==> config.mk <==
export PLATFORM = sky130hd
export DESIGN_NAME = palette_arbiter_flat
export DESIGN_NICKNAME = d
export VERILOG_FILES = /design/src/rtl/palette_pkg.sv /design/src/rtl/palette_arbiter_if.sv /design/src/rtl/palette_arbiter_rr_arbiter.sv /design/src/rtl/palette_arbiter.sv /design/src/flat_wrapper.sv
export SDC_FILE = /design/constraint.sdc
export NUM_CORES = 1
export LEC_CHECK = 0
export ABC_AREA = 0
export BUFFER_PORTS_ARGS = -buffer_cell sky130_fd_sc_hd__buf_2
export CORE_ASPECT_RATIO = 1.25
export CORE_MARGIN = 3
export CORE_UTILIZATION = 41
export CTS_CLUSTER_DIAMETER = 60
export DETAILED_ROUTE_END_ITERATION = 7
export HOLD_SLACK_MARGIN = 0.1
export PLACE_DENSITY = 0.74
export REMOVE_ABC_BUFFERS = 1
export SLEW_MARGIN = 10
export SYNTH_ARGS = -nofsm -noshare
export SYNTH_HDL_FRONTEND = slang
export SYNTH_SLANG_ARGS = --single-unit
==> constraint.sdc <==
create_clock -name clk_i -period 3.5 [get_ports clk_i]
set_clock_uncertainty 0.1 [all_clocks]
set_input_delay 0.525 -clock clk_i [delete_from_list [all_inputs] [get_ports clk_i]]
set_output_delay 0.525 -clock clk_i [all_outputs]
set_load 0.02 [all_outputs]
==> src/rtl/palette_pkg.sv <==
// Shared types and constants for the palette arbiter slice.
// No ports: imported by the interface, the arbiter and the bench.
package palette_pkg;

    localparam int PAL_IDX_W = 8;
    localparam int RGB_W     = 24;

    typedef logic [PAL_IDX_W-1:0] pal_idx_t;
    typedef logic [RGB_W-1:0]     rgb_t;

    // Index reserved as "transparent"; the palette ROM maps it to the colour key.
    localparam pal_idx_t TRANSP_IDX = 8'h00;
    localparam rgb_t     TRANSP_RGB = 24'h800080;

endpackage

==> src/rtl/palette_arbiter_if.sv <==
// Bundles the requester side, the external palette ROM hookup and the
// result handshake of palette_arbiter.
//   slave  : view of the arbiter (drives gnt, pal_index and the result)
//   master : view of the environment (drives requests, pal_rgb, out_ready)
interface palette_arbiter_if #(
    parameter int N_REQ = 4,
    parameter int ID_W  = 2
);
    import palette_pkg::*;

    logic [N_REQ-1:0]           req;
    logic [PAL_IDX_W*N_REQ-1:0] req_index;
    logic [N_REQ-1:0]           gnt;
    pal_idx_t                   pal_index;
    rgb_t                       pal_rgb;
    logic                       out_valid;
    logic                       out_ready;
    logic [ID_W-1:0]            out_id;
    rgb_t                       out_rgb;
    logic                       out_transp;

    modport slave (
        input  req, req_index, pal_rgb, out_ready,
        output gnt, pal_index, out_valid, out_id, out_rgb, out_transp
    );

    modport master (
        output req, req_index, pal_rgb, out_ready,
        input  gnt, pal_index, out_valid, out_id, out_rgb, out_transp
    );

endinterface

==> src/rtl/palette_arbiter_rr_arbiter.sv <==
// Combinational round-robin arbiter.
//   en_i  : grants allowed this cycle
//   req_i : request vector
//   ptr_i : last granted ID; the search starts at ptr_i+1 and wraps mod N
//   gnt_o : one-hot grant (all zero when disabled or no request)
//   id_o  : encoded ID of the granted requester (0 when no grant)
module rr_arbiter #(
    parameter int N    = 4,
    parameter int ID_W = 2
) (
    input  logic            en_i,
    input  logic [N-1:0]    req_i,
    input  logic [ID_W-1:0] ptr_i,
    output logic [N-1:0]    gnt_o,
    output logic [ID_W-1:0] id_o
);

    // Search upward from ptr_i+1; the first set request wins.
    always_comb begin
        logic            found_s;
        logic [ID_W-1:0] cand_s;
        gnt_o   = '0;
        id_o    = '0;
        found_s = 1'b0;
        cand_s  = '0;
        for (int k = 1; k <= N; k++) begin
            cand_s = ID_W'((int'(ptr_i) + k) % N);
            if (en_i && !found_s && req_i[cand_s]) begin
                gnt_o[cand_s] = 1'b1;
                id_o          = cand_s;
                found_s       = 1'b1;
            end else begin
                found_s = found_s;
            end
        end
    end

endmodule

==> src/rtl/palette_arbiter.sv <==
// Round-robin sharing of one external combinational palette among N_REQ
// requesters, with a two-stage pipeline:
//   stage 1 registers {id, index} and drives pal_index to the palette ROM,
//   stage 2 captures pal_rgb with the requester ID and a transparency flag.
// Ports:
//   clk_i : clock, rising edge
//   rst_i : asynchronous active-high reset
//   bus   : palette_arbiter_if.slave (requests/grants, palette, result)
module palette_arbiter
    import palette_pkg::*;
#(
    parameter int       N_REQ      = 4,
    parameter int       ID_W       = $clog2(N_REQ),
    parameter pal_idx_t TRANSP_IDX = palette_pkg::TRANSP_IDX
) (
    input  logic               clk_i,
    input  logic               rst_i,
    palette_arbiter_if.slave   bus
);

    logic             adv1_s;
    logic             adv2_s;
    logic [N_REQ-1:0] gnt_s;
    logic [ID_W-1:0]  gnt_id_s;
    logic             gnt_any_s;

    logic             s1_valid_q, s1_valid_d;
    logic [ID_W-1:0]  s1_id_q,    s1_id_d;
    pal_idx_t         s1_idx_q,   s1_idx_d;
    logic [ID_W-1:0]  rr_ptr_q,   rr_ptr_d;
    logic             out_valid_q, out_valid_d;
    logic [ID_W-1:0]  out_id_q,    out_id_d;
    rgb_t             out_rgb_q,   out_rgb_d;
    logic             out_transp_q, out_transp_d;

    // A stage may load when it is empty or its content moves on this cycle.
    assign adv2_s    = ~out_valid_q | bus.out_ready;
    assign adv1_s    = ~s1_valid_q | adv2_s;
    assign gnt_any_s = |gnt_s;

    rr_arbiter #(
        .N    (N_REQ),
        .ID_W (ID_W)
    ) u_rr_arbiter (
        .en_i  (adv1_s),
        .req_i (bus.req),
        .ptr_i (rr_ptr_q),
        .gnt_o (gnt_s),
        .id_o  (gnt_id_s)
    );

    // Next-state for the index stage and the round-robin pointer.
    always_comb begin
        s1_valid_d = s1_valid_q;
        s1_id_d    = s1_id_q;
        s1_idx_d   = s1_idx_q;
        rr_ptr_d   = rr_ptr_q;
        if (adv1_s) begin
            if (gnt_any_s) begin
                s1_valid_d = 1'b1;
                s1_id_d    = gnt_id_s;
                s1_idx_d   = bus.req_index[int'(gnt_id_s)*PAL_IDX_W +: PAL_IDX_W];
                rr_ptr_d   = gnt_id_s;
            end else begin
                // pal_index keeps its last value; only the valid bit drops.
                s1_valid_d = 1'b0;
            end
        end else begin
            s1_valid_d = s1_valid_q;
        end
    end

    // Next-state for the result stage; everything holds under backpressure.
    always_comb begin
        out_valid_d  = out_valid_q;
        out_id_d     = out_id_q;
        out_rgb_d    = out_rgb_q;
        out_transp_d = out_transp_q;
        if (adv2_s) begin
            out_valid_d = s1_valid_q;
            if (s1_valid_q) begin
                out_rgb_d    = bus.pal_rgb;
                out_id_d     = s1_id_q;
                out_transp_d = (s1_idx_q == TRANSP_IDX);
            end else begin
                out_rgb_d = out_rgb_q;
            end
        end else begin
            out_valid_d = out_valid_q;
        end
    end

    // Pipeline and pointer registers; the pointer resets to N_REQ-1 so
    // requester 0 is first in line.
    always_ff @(posedge clk_i or posedge rst_i) begin
        if (rst_i) begin
            s1_valid_q   <= 1'b0;
            s1_id_q      <= '0;
            s1_idx_q     <= '0;
            rr_ptr_q     <= ID_W'(N_REQ - 1);
            out_valid_q  <= 1'b0;
            out_id_q     <= '0;
            out_rgb_q    <= '0;
            out_transp_q <= 1'b0;
        end else begin
            s1_valid_q   <= s1_valid_d;
            s1_id_q      <= s1_id_d;
            s1_idx_q     <= s1_idx_d;
            rr_ptr_q     <= rr_ptr_d;
            out_valid_q  <= out_valid_d;
            out_id_q     <= out_id_d;
            out_rgb_q    <= out_rgb_d;
            out_transp_q <= out_transp_d;
        end
    end

    assign bus.gnt        = gnt_s;
    assign bus.pal_index  = s1_idx_q;
    assign bus.out_valid  = out_valid_q;
    assign bus.out_id     = out_id_q;
    assign bus.out_rgb    = out_rgb_q;
    assign bus.out_transp = out_transp_q;

endmodule

==> src/flat_wrapper.sv <==
// flat-port wrapper written by rule: the top's interface ports become plain ports
module palette_arbiter_flat import palette_pkg::*;
#(
    parameter int       N_REQ      = 4,
    parameter int       ID_W       = $clog2(N_REQ),
    parameter pal_idx_t TRANSP_IDX = palette_pkg::TRANSP_IDX
)
  (clk_i, rst_i, bus_req, bus_req_index, bus_pal_rgb, bus_out_ready, bus_gnt, bus_pal_index, bus_out_valid, bus_out_id, bus_out_rgb, bus_out_transp);
  palette_arbiter_if #(.N_REQ(N_REQ), .ID_W(ID_W)) bus_i ();
  input  logic clk_i;
  input  logic rst_i;
  input wire logic [$bits(bus_i.req)-1:0] bus_req;
  input wire logic [$bits(bus_i.req_index)-1:0] bus_req_index;
  input wire logic [$bits(bus_i.pal_rgb)-1:0] bus_pal_rgb;
  input wire logic [$bits(bus_i.out_ready)-1:0] bus_out_ready;
  output wire logic [$bits(bus_i.gnt)-1:0] bus_gnt;
  output wire logic [$bits(bus_i.pal_index)-1:0] bus_pal_index;
  output wire logic [$bits(bus_i.out_valid)-1:0] bus_out_valid;
  output wire logic [$bits(bus_i.out_id)-1:0] bus_out_id;
  output wire logic [$bits(bus_i.out_rgb)-1:0] bus_out_rgb;
  output wire logic [$bits(bus_i.out_transp)-1:0] bus_out_transp;
  assign bus_i.req = bus_req;
  assign bus_i.req_index = bus_req_index;
  assign bus_i.pal_rgb = bus_pal_rgb;
  assign bus_i.out_ready = bus_out_ready;
  assign bus_gnt = bus_i.gnt;
  assign bus_pal_index = bus_i.pal_index;
  assign bus_out_valid = bus_i.out_valid;
  assign bus_out_id = bus_i.out_id;
  assign bus_out_rgb = bus_i.out_rgb;
  assign bus_out_transp = bus_i.out_transp;
  palette_arbiter #(.N_REQ(N_REQ), .ID_W(ID_W), .TRANSP_IDX(TRANSP_IDX)) u_core (.clk_i(clk_i), .rst_i(rst_i), .bus(bus_i));
endmodule
==> impl_results.md, run 1 <==
- Outcome: completed
- Antenna diodes: 0
- Slew margin rel.: 66.0%
- Final nets: 364
- First-pass GRT wire length: 8440 um
- Vias: 1837
- Die height: 88.7 um
- DR iter-0 viols: 121
- Worst vdd ir: 0.507 mV
- Layout cells sized above 1: 53.2%
- Synthesized cell area: 2240 sq um
- F_max: 0.296 GHz
- Critical path's largest stage delay: 0.72 ns
- Area Growth Syn to Fin: 31.3%
- First-pass iteration count of the detailed router: 7
- Initial antenna violation count: 0
- Met1 WL: 2070 um
- Final slew viol count: 0
- Setup TNS Final: 0 ns
- Dominant synthesized flop cell: dfrtp_1
- GPL Wtd Cong: 0.883
- Mean Syn Cell Area: 12.1 sq um
- Post-synth top area share: 43.5%
- Post-route ant nets: 0
- Die width: 72.2 um
- Ys Warns: 0
- DR top layer: met4
- Power Total: 0.00339 W
- Leak Pwr: 1.49 nW
- Met2 routed WL: 2860 um
- Placed cells: 346
- Vias per cell: 5.17
- Hpwl dp: 4170 um
- EDFF count, synth: 0
- Worst Path Arrival: 2.76 ns
- Top cells by count, synth: dfrtp_1 (39), mux2_2 (26), mux2i_1 (17)
- Fin crit period: 3.38 ns
- Synth area leaders: dfrtp_1 (44%), mux2_2 (13%), mux2i_1 (7.6%)
- Yosys top cell by area: dfrtp_1
- Row count: 29
- Die ar.: 6400 sq um
- Clock Sinks: 41
- Fin crit share: 96.6%
- DRT Wirelength: 5340 um
- Max cap viols: 0
- Unrepaired setup endpoints after global routing: false
- H-tree depth: 2
- Grt ovf: 0
- Asr flop ratio synth: 100%
- Worst EP required: 2.87 ns
- Crit path kind: flip-flop to output pin
- Starting Density: 43.2%
- Cell Pwr Density: 1150 nW/um^2
- Worst-path maximum fanout: 14
- Tightest Pin Transition: 0.510 ns
- Clk_lat worst skew: 0.29 ns
- CTS Buffer Depth: 2
- # hold bufs at CTS: 0
- Top-count cell post-synth: dfrtp_1
- Netlist cell types: 34
- Number of remaining DRC errors: 0
- Final worst slack: 0.118 ns
- R2R Setup Slk: 0.35 ns
- Mapped Cells: 186
- Final setup violation count: 0
- Fin. Hold Viols: 0
- WL met3: 286 um
- Ports: 103
- CP max stage cell: dfstp_4
- All-Layer GR Usage: 16.8%
- Nature of the critical path endpoint: output pin
- CTS tree: built
- Hold crit path type: input pin to async pin
- Synthesized flop and latch total: 41
- Core Box Area: 5190 sq um
- Final cell count without fillers: 355
- Clock Pin Slew Worst Setup and Hold Paths: 0.08 ns
- WL/cell: 15.0 um
- IO buf count: 102
- Root Driver: clkbuf_8
- Num CTS Buffers: 5
- Post-place setup slack: 0.224 ns
- Sequential area share after synthesis: 45.8%
- Critical-path cell list: inv_1, ha_1, mux4_2, buf_4, a221oi_1, nor3_1, a21oi_1, nor2_1, buf_2
- Startpoint Class: flip-flop
- Largest net degree at the start of global routing: 42
- Vias in the first global route: 1788
-- cells in the final DEF, fill, tap and decap left out, types with 4 or more instances in the layout --
| cell | n |
|---|---|
| nor3_1 | 4 |
| mux4_2 | 4 |
| mux2i_1 | 17 |
| inv_1 | 11 |
| a21oi_1 | 6 |
| clkbuf_8 | 5 |
| buf_4 | 9 |
| nand2_1 | 9 |
| dfrtp_1 | 39 |
| buf_2 | 102 |
| a222oi_1 | 8 |
| mux2_2 | 26 |
| o21ai_0 | 6 |
| ha_1 | 8 |
-- where the power goes --
| part | internal, W | switching [W] |
|---|---|---|
| Combinational | 0.000970 | 0.00123 |
| Clock | 0.000138 | 0.000159 |
| Sequential | 0.000741 | 0.000152 |
-- path summary, 6_finish.rpt --
check,from,to,depth (start not counted)
max,u_core.rr_ptr_q[0]$_DFFE_PP1P_,bus_gnt[0],9
min,rst_i,u_core.bus.out_rgb[10]$_DFFE_PP0P_,3
max reg2reg,u_core.rr_ptr_q[0]$_DFFE_PP1P_,u_core.bus.pal_index[1]$_DFFE_PP0P_,8
min reg2reg,u_core.bus.out_transp$_DFFE_PP0P_,u_core.bus.out_transp$_DFFE_PP0P_,2
max in group asynchronous,rst_i,u_core.rr_ptr_q[1]$_DFFE_PP1P_,3
min in group clk_i,bus_pal_rgb[9],u_core.bus.out_rgb[9]$_DFFE_PP0P_,2
-- sequential cells by signal, summed over array words and instances, names as in the netlist --
| register | cells |
|---|---|
| u_core.bus.out_id | 2 |
| u_core.bus.out_rgb | 24 |
| u_core.bus.out_transp | 1 |
| u_core.bus.out_valid | 1 |
| u_core.bus.pal_index | 8 |
| u_core.rr_ptr_q | 2 |
| u_core.s1_id_q | 2 |
| u_core.s1_valid_q | 1 |
-- layer usage --
layer,vias to the layer above,track usage (%)
li1,903,-
met1,858,20.1
met2,65,29.6
met3,11,3.07
met4,0,7.01
met5,-,0
-- timing repair --
action                                 4_1_cts  5_1_grt
resized for setup                            0        3
setup buffers                                0        2
setup endpoints to repair                    0       12
endpoints found under the hold margin        0        0
-- metrics by stage --
stage / hold slack, ns / utilization (%) / cell area [sq um]
global route: 0.273 / 56.8 / 2950
finish: 0.233 / 56.8 / 2950
CTS: 0.250 / 56.3 / 2920
floorplan: 0.346 / - / 2180
global placement: 0.364 / 54.7 / 2840
detailed placement: 0.369 / 54.7 / 2840
-- cell families (layout without fill, tap and decap cells) --
kind of cell,after synthesis,after routing,share of synthesized area (%)
mux,47,47,24.7
flops,41,41,45.8
compound gates,34,34,12.3
simple gates,33,33,7.98
buf+inv,23,130,4.74
fa+ha+maj,8,8,4.46
-- layout make-up --
cell class | count | area [sq um]
fillers | 466 | 2240
multi-input cells | 122 | 1130
flip-flops and latches | 41 | 1030
repair buffers | 111 | 578
well taps | 62 | 77.6
clock buffers | 6 | 72.6
inverters | 12 | 45.0
clock inverters | 1 | 8.76
-- worst max-delay path, delay by kind of cell (launching register included) --
kind / cells / cell delay [ns]
AO/OA/AOI/OAI: 2 / 0.46
adder cells (fa/ha/maj): 1 / 0.36
buffers and inverters: 3 / 0.41
flip-flops: 1 / 0.72
multiplexers: 1 / 0.38
AND/OR/NAND/NOR: 2 / 0.14
Note: power is estimated with default switching activity, not from simulation.
==> inputs of run 2 (changes only) <==
--- a/config.mk
+++ b/config.mk
@@ -13,7 +13,7 @@
 export CTS_CLUSTER_DIAMETER = 60
 export DETAILED_ROUTE_END_ITERATION = 7
 export HOLD_SLACK_MARGIN = 0.1
-export PLACE_DENSITY = 0.74
+export PLACE_DENSITY = 0.76
 export REMOVE_ABC_BUFFERS = 1
 export SLEW_MARGIN = 10
 export SYNTH_ARGS = -nofsm -noshare
==> run 2 against run 1 <==
Via count up 0.82%. Worst hold slack better by 0.0061 ns. Utilization grew 0.096 points. Die area stayed put. Highest routed layer unchanged. Sequential power increased by 0.9%. Final cell count unchanged.
==> impl_results.md, run 2 (synthesized netlist as in run 1, its figures left out) <==
- Outcome: completed
- Hpwl dp: 4070 um (-2.4%)
- Nature of the critical path endpoint: output pin
- Hold crit path type: input pin to async pin
- Area Growth Syn to Fin: 31.5%
- Max cap viols: 0 (unchanged)
- Cell-internal power: 0.00187 W (+1.2%)
- Vias: 1852 (+0.82%)
- Row count: 29 (unchanged)
- H-tree depth: 2 (unchanged)
- Gate power share: 64.3% (-0.6 points)
- Die height: 88.7 um (unchanged)
- Fin crit share: 95.4% (-1.2 points)
- Worst vdd ir: 0.520 mV (+2.5%)
- Clock share of power: 9.3% (+0.5 points)
- Num CTS Buffers: 5 (unchanged)
- Antenna diodes: 0 (unchanged)
- Ports: 103 (unchanged)
- Unrepaired setup endpoints after global routing: false
- Max FFs per register: 24 (unchanged)
- Vias per cell: 5.22 (+0.82%)
- Part of the power in registers: 26.3% (about the same)
- Power Total: 0.00342 W (+1.1%)
- Hold Worst Slack: 0.239 ns (+0.00607 ns)
- Register area: 1030 sq um (unchanged)
- Initial antenna violation count: 0 (unchanged)
- Fin crit period: 3.34 ns (-0.0426 ns)
- Leak Pwr: 1.49 nW (+0.27%)
- CTS Buffer Depth: 2 (unchanged)
- All-Layer GR Usage: 16.4% (-0.45 points)
- Root Driver: clkbuf_8
- R2R depth: 8 (unchanged)
- Slew margin rel.: 66.3% (+0.31 points)
- Crit path kind: flip-flop to output pin
- Sw power: 0.00155 W (+0.98%)
- Critical R2R Capture: u_core.bus.pal_index[5]$_DFFE_PP0P_
- Largest net degree at the start of global routing: 42 (unchanged)
- GPL Wtd Cong: 0.943 (+6.8%)
- Grt ovf: 0 (unchanged)
- Most common cell after layout, fill and taps aside: buf_2
- DR iter-0 viols: 137 (+13%)
- Fillers: 457 (-1.9%)
- Number of remaining DRC errors: 0 (unchanged)
- CTS tree: built
- Final core utilization: 56.9% (+0.096 points)
- Sw frac: 45.3% (about the same)
- IO buf count: 102 (unchanged)
- R2R Setup Slk: 0.29 ns (-0.06 ns)
- Clk_lat worst skew: 0.28 ns (about the same)
- First-pass GRT wire length: 8330 um (-1.3%)
- First-pass iteration count of the detailed router: 4 (-3)
- Clock Pin Slew Worst Setup and Hold Paths: 0.08 ns (about the same)
- Core Box Area: 5190 sq um (unchanged)
- Final nets: 363 (-0.27%)
- Layout cells sized above 1: 53.2% (unchanged)
- F_max: 0.299 GHz (+1.3%)
- Die width: 72.2 um (unchanged)
- Starting Density: 43.2% (unchanged)
- Final slew viol count: 0 (unchanged)
- Post-route ant nets: 0 (unchanged)
- WL/cell: 14.7 um (-2.2%)
- DRT Wirelength: 5220 um (-2.2%)
- FF-to-FF Start: u_core.rr_ptr_q[0]$_DFFE_PP1P_
- Die ar.: 6400 sq um (unchanged)
- Fin. Hold Viols: 0 (unchanged)
- Final setup violation count: 0 (unchanged)
- Worst Path Arrival: 2.71 ns (-0.05 ns)
- Tightest Pin Transition: 0.505 ns (-0.00465 ns)
- Worst-path maximum fanout: 14 (unchanged)
- Startpoint Class: flip-flop
- Vias in the first global route: 1795 (+0.39%)
- Clock Sinks: 41 (unchanged)
- Footprint of the multi-input gates: 1130 sq um (-0.22%)
- Most frequent cells in the layout: buf_2 (102), dfrtp_1 (39), mux2_2 (26), mux2i_1 (17), inv_1 (11)
- # hold bufs at CTS: 0 (unchanged)
- Cell Pwr Density: 1160 nW/um^2 (+0.91%)
- Worst EP required: 2.87 ns (about the same)
-- run 2: cell types whose count changed in the layout (fill, tap and decap cells not counted), sizes merged --
cell    delta
clkinv     +1
buf        -1
-- run 2: what timing repair did --
action,CTS,global route
gates resized for setup,0,2
setup buffers,0,0
endpoints found under the hold margin,0,0
endpoints found under the setup margin,0,12
-- run 2: final cells by class --
class,instances,share of cell area (%)
well taps,62,2.63
repair buffers,110,19.3
flip-flops and latches,41,35.0
clock inverters,2,0.466
clock buffers,6,2.80
multi-input cells,122,38.3
inverters,12,1.53
-- run 2: critical path: stages, from the launching register on --
cell and delay, ns:
dfstp_4 0.72, inv_1 0.08, ha_1 0.36, mux4_2 0.42, nor2b_1 0.24, buf_4 0.18, a22o_1 0.12, a21o_1 0.13
buf_2 0.16
-- run 2: how the worst max path moves through the flow --
stage / from / endpoint / slack [ns] / cells after the start
final: u_core.rr_ptr_q[0]$_DFFE_PP1P_ / bus_gnt[3] / 0.16 / 8
after global routing: u_core.rr_ptr_q[0]$_DFFE_PP1P_ / bus_gnt[2] / 0.01 / 8
after CTS: u_core.rr_ptr_q[0]$_DFFE_PP1P_ / bus_gnt[2] / 0.13 / 8
after detailed placement: u_core.rr_ptr_q[0]$_DFFE_PP1P_ / u_core.bus.pal_index[1]$_DFFE_PP0P_ / 0.27 / 8
after global placement: u_core.rr_ptr_q[0]$_DFFE_PP1P_ / u_core.bus.pal_index[2]$_DFFE_PP0P_ / 0.41 / 8
after floorplan: u_core.rr_ptr_q[0]$_DFFE_PP1P_ / u_core.bus.pal_index[0]$_DFFE_PP0P_ / -0.72 / 7
-- run 2: per-stage QoR --
step / setup TNS, ns / cells / area, sq um / worst slack (ns)
after global routing: 0 / 355 / 2950 / 0.0149
after floorplan: -6.65 / 175 / 2180 / -0.722
after global placement: 0 / 347 / 2850 / 0.406
final: 0 / 355 / 2950 / 0.160
after detailed placement: 0 / 347 / 2850 / 0.267
after CTS: 0 / 355 / 2940 / 0.130
-- run 2: power groups by stage --
| stage | logic (W) | registers, W | clock network (W) |
|---|---|---|---|
| 6_report | 0.00220 | 0.000901 | 0.000320 |
| 5_1_grt | 0.00240 | 0.000934 | 0.000353 |
| 3_3_place_gp | 0.00216 | 0.000891 | 0 |
| 2_1_floorplan | 0.00129 | 0.00114 | 0 |
| 4_1_cts | 0.00222 | 0.000899 | 0.000331 |
| 3_5_place_dp | 0.00222 | 0.000909 | 0 |
-- run 2: layer usage --
layer | track usage (%) | share of wire (%)
met4 | 5.47 | 1.0
met5 | 0 | 0
met2 | 29.0 | 54
met3 | 3.64 | 5.6
met1 | 19.6 | 39
